**src/rtl/lut_mem_scanner.sv**
```systemverilog
// Writable lookup memory with registered read, timed auto-scan and hold.
// Replaces the fixed switch-addressed LED lookup in top.
module lut_mem_scanner #(
    parameter int NBITS_DATA = 4,
    parameter int NBITS_ADDR = 2,
    parameter int SCAN_DIV   = 4,
    parameter int INIT_XOR   = 'h3
) (
    input  logic                  clk_2,
    input  logic                  reset,
    input  logic [1:0]            mode,
    input  logic [NBITS_ADDR-1:0] addr,
    input  logic [NBITS_DATA-1:0] wdata,
    output logic [NBITS_DATA-1:0] data_out,
    output logic [NBITS_ADDR-1:0] addr_out,
    output logic                  valid,
    output logic                  wr_ack
);

    localparam int DEPTH = 2 ** NBITS_ADDR;
    localparam int DIV_W = $clog2(SCAN_DIV) + 1;
    localparam logic [DIV_W-1:0] DIV_LAST = DIV_W'(SCAN_DIV - 1);

    typedef enum logic [1:0] {
        M_READ  = 2'b00,
        M_WRITE = 2'b01,
        M_SCAN  = 2'b10,
        M_HOLD  = 2'b11
    } mode_t;

    logic [NBITS_DATA-1:0] mem [DEPTH];
    logic [NBITS_ADDR-1:0] scan_ptr;
    logic [NBITS_ADDR-1:0] ptr_eff;
    logic [NBITS_ADDR-1:0] ptr_nxt;
    logic [DIV_W-1:0]      div_cnt;
    logic [DIV_W-1:0]      div_eff;
    logic [DIV_W-1:0]      div_nxt;
    logic                  restart;
    mode_t                 cur_mode;
    mode_t                 prev_mode;

    assign cur_mode = mode_t'(mode);

    // A scan entered from READ/WRITE restarts at entry 0; from HOLD it resumes.
    always_comb begin
        restart = (prev_mode == M_READ) || (prev_mode == M_WRITE);
        ptr_eff = restart ? '0 : scan_ptr;
        div_eff = restart ? '0 : div_cnt;
        ptr_nxt = ptr_eff;
        div_nxt = div_eff + DIV_W'(1);
        if (div_eff == DIV_LAST) begin
            ptr_nxt = ptr_eff + NBITS_ADDR'(1);
            div_nxt = '0;
        end
    end

    always_ff @(posedge clk_2) begin
        if (reset) begin
            for (int i = 0; i < DEPTH; i++) begin
                mem[NBITS_ADDR'(i)] <= NBITS_DATA'(i) ^ NBITS_DATA'(INIT_XOR);
            end
            data_out  <= '0;
            addr_out  <= '0;
            valid     <= 1'b0;
            wr_ack    <= 1'b0;
            scan_ptr  <= '0;
            div_cnt   <= '0;
            prev_mode <= M_HOLD;
        end else begin
            prev_mode <= cur_mode;
            unique case (cur_mode)
                M_READ: begin
                    data_out <= mem[addr];
                    addr_out <= addr;
                    valid    <= 1'b1;
                    wr_ack   <= 1'b0;
                end
                M_WRITE: begin
                    mem[addr] <= wdata;
                    data_out  <= wdata;
                    addr_out  <= addr;
                    valid     <= 1'b1;
                    wr_ack    <= 1'b1;
                end
                M_SCAN: begin
                    data_out <= mem[ptr_eff];
                    addr_out <= ptr_eff;
                    valid    <= 1'b1;
                    wr_ack   <= 1'b0;
                    scan_ptr <= ptr_nxt;
                    div_cnt  <= div_nxt;
                end
                M_HOLD: begin
                    valid  <= 1'b0;
                    wr_ack <= 1'b0;
                end
            endcase
        end
    end

endmodule

```
**config.mk**
```make
export PLATFORM = sky130hd
export DESIGN_NAME = lut_mem_scanner
export DESIGN_NICKNAME = d
export VERILOG_FILES = /design/src/rtl/lut_mem_scanner.sv
export SDC_FILE = /design/constraint.sdc
export NUM_CORES = 1
export LEC_CHECK = 0
export ABC_AREA = 1
export CAP_MARGIN = 20
export CELL_PAD_IN_SITES_DETAIL_PLACEMENT = 1
export CELL_PAD_IN_SITES_GLOBAL_PLACEMENT = 1
export CORE_MARGIN = 2
export CORE_UTILIZATION = 28
export CTS_BUF_LIST = sky130_fd_sc_hd__clkbuf_8 sky130_fd_sc_hd__clkbuf_16
export DETAILED_ROUTE_END_ITERATION = 16
export PLACE_DENSITY = 0.63
export SKIP_LAST_GASP = 1
export SLEW_MARGIN = 20
export SYNTH_ARGS = -nofsm -noshare
export SYNTH_HDL_FRONTEND = slang
export SYNTH_SLANG_ARGS = --single-unit
```
**constraint.sdc**
```tcl
create_clock -name clk_2 -period 1.7 [get_ports clk_2]
set_input_delay 0.425 -clock clk_2 [delete_from_list [all_inputs] [get_ports clk_2]]
set_output_delay 0.425 -clock clk_2 [all_outputs]
set_load 0.005 [all_outputs]
```
==> metrics.txt <==
status finished clean; cell area after layout 0.00222 sq mm; fin nets 283; CP arrival 1.12 ns; Logic pwr share 0.182; hpwl dp 3.47 mm; internal power 1.28 mW; die area 0.00666 sq mm; Syn Area/Cell 7.43 sq um; setup repair after global routing missed its margin false; Synth top cells by count nand2_1, nor2_1, inv_1, nand3_1, edfxtp_1; Synth Warn # 0; r2r worst-path depth 8; Worst R2R End scan_ptr[1]$_SDFFE_PP0P_; Netlist cell types 25; grt ovf 0; worst rel slew slack 0.852; leakage power 1.09 nW; Hold Crit Start data_out[0]$_SDFFE_PP0P_; number of synthesized flops with an enable pin 16; Setup WS post-layout 0.151 ns; sw frac 0.278; Post-CTS Hold Buffers 0; Final setup viols 0; die width 81.6 microns; CP required 1.27 ns; final hold viol count 0; Sum Neg Setup Slack 0 ns; Least-Margin Pin Slew 0.222 ns; Fill cells 747; die height 81.6 microns; CP max stage delay 0.50 ns; Starting Density 0.287; top cells by area, synth edfxtp_1, dfxtp_1, nand2_1, nor2_1, nand3_1; Post CTS Setup Buffer Count 0; FF+latch area 761 sq um; reg2reg setup slack 0.45 ns; critical path type flop to output port; FF-to-FF Start prev_mode[1]$_SDFF_PP1_; CTS Buf Count 5; Post-synth ARST share 0; Via density 4.41; htree depth 2; initial antenna violation count 0; Post-Syn Area 0.00169 sq mm; Total Power 1.78 mW; I/O pin count 18; Final Max Slew Viols 0; crit-path max FO 2; Placer Congestion 0.769; Tcrit/Tclk final 0.911; CTS tree done; CP startpoint kind flop; crit path cell chain clkdlybuf4s50_1; Post-Syn Nets 242; peak supply drop 0.401 mV; fmax 0.646 GHz; Sinks on Clock Net 30; Max Cap Violations 0; Layout area overhead 31.8%; vias in the first global route 1540; worst hold path class flop to flop; routed vias 1516; share of the synthesized area in the top cell type 0.285; post-placement cell area 0.00210 sq mm; total global-route track usage 0.153; Longest Clk Path Bufs 2; Remaining DRCs 0; top_reg_cell synth edfxtp_1; PortBufs 17; # diodes 0; Worst Skew 0.00654 ns; post-DR wirelength/cell 13.0 microns; share of layout cells above drive strength 1 0.190; Sw Pwr 0.494 mW; min Tclk post-route 1.55 ns; cell with the most instances after synthesis nand2_1; Hold Path Cell Cnt 2; Seq pwr share 0.475; Power Density 799 mW/mm^2; Multi-input gate area 766 sq um; power share of the clock group 0.343; initial DRC count 54; Worst-Skew Late Latency 0.29 ns; element type at the critical path end output port; Post-Place Setup Slack -0.323 ns; leading area contributor after synthesis edfxtp_1; Antenna Nets Post-Route 0; CTS clk-pin slew, worst paths 0.07 ns; WHS Endpoint data_out[0]$_SDFFE_PP0P_; first drt pass iteration count 4; sequential area share after synthesis 0.451; cell row count 28; Buf/Inv on CP 1; first-pass GRT wire length 7.35 mm; Crit-path slowest cell clkdlybuf4s50_1; Core Area 0.00589 sq mm; Seq cells post-synth 30; Gate Count Post-Synth 227; largest net degree at the start of global routing 13; clock root cell clkbuf_8; final wirelength 4.47 mm; critical path's top delay family buffers and inverters
## cells by family after synthesis
kind of cell | share of synthesized area
buf+inv | 0.110
compound gates | 0.0682
flops | 0.451
fa+ha+maj | 0.0371
simple gates | 0.334
## metrics by stage
stage / std cells / utilization / hold WS, ns
global route: 344 / 0.378 / 0.492
finish: 344 / 0.378 / 0.452
floorplan: 227 / - / 0.435
CTS: 344 / 0.372 / 0.456
global placement: 336 / 0.357 / 0.440
detailed placement: 336 / 0.357 / 0.444
## what timing repair did
action,4_1_cts,5_1_grt
resized for setup,0,10
setup endpoints to repair,0,15
endpoints found under the hold margin,0,0
## worst max-delay path by stage
stage	start	end	slack, ns	cells after the start
after floorplan	mode[1]	mem[3][0]$_DFFE_PP_	0.09	4
after global placement	mode[0]	data_out[0]$_SDFFE_PP0P_	-0.30	8
after detailed placement	mode[1]	data_out[0]$_SDFFE_PP0P_	-0.32	8
after CTS	mode[0]	mem[0][0]$_SDFFCE_PN1P_	0.003	8
after global routing	data_out[3]$_SDFFE_PP0P_	data_out[3]	0.08	1
final	data_out[1]$_SDFFE_PP0P_	data_out[1]	0.15	1
## flip-flops by register name, indices dropped and copies added (netlist names)
name and flops:
scan_ptr 2, prev_mode 1, data_out 4, addr_out 2, valid 1, wr_ack 1, mem 16, div_cnt 3
## power by group through the flow
| stage | Clock, mW | Sequential [mW] | Combinational, mW |
|---|---|---|---|
| 2_1_floorplan | 0 | 0.851 | 0.172 |
| 3_3_place_gp | 0 | 0.859 | 0.314 |
| 3_5_place_dp | 0 | 0.860 | 0.316 |
| 4_1_cts | 0.635 | 0.844 | 0.318 |
| 5_1_grt | 0.665 | 0.850 | 0.365 |
| 6_report | 0.610 | 0.844 | 0.322 |
## cell type report
cell class / instances / share of cell area
Timing Repair Buffer: 40 / 0.168
Tap cell: 75 / 0.0422
Inverter: 36 / 0.0625
Clock buffer: 6 / 0.0372
Sequential cell: 30 / 0.342
Clock inverter: 2 / 0.00338
Multi-Input combinational cell: 155 / 0.345
## routing by layer
metal	share of wire	vias up	track usage
li1	-	789	-
met1	0.50	698	0.195
met2	0.45	24	0.245
met3	0.032	5	0.0363
met4	0.017	0	0.0700
met5	0	-	0
## placed cells by master (no fill, tap or decap), types with 5 or more instances in the layout
cell	instances
a21oi_1	5
buf_4	21
clkbuf_8	6
clkdlybuf4s50_1	15
dfxtp_1	14
edfxtp_1	16
inv_1	27
inv_2	8
nand2_1	50
nand3_1	22
nor2_1	46
o21ai_1	11
Power figures use the tool's default switching activity.
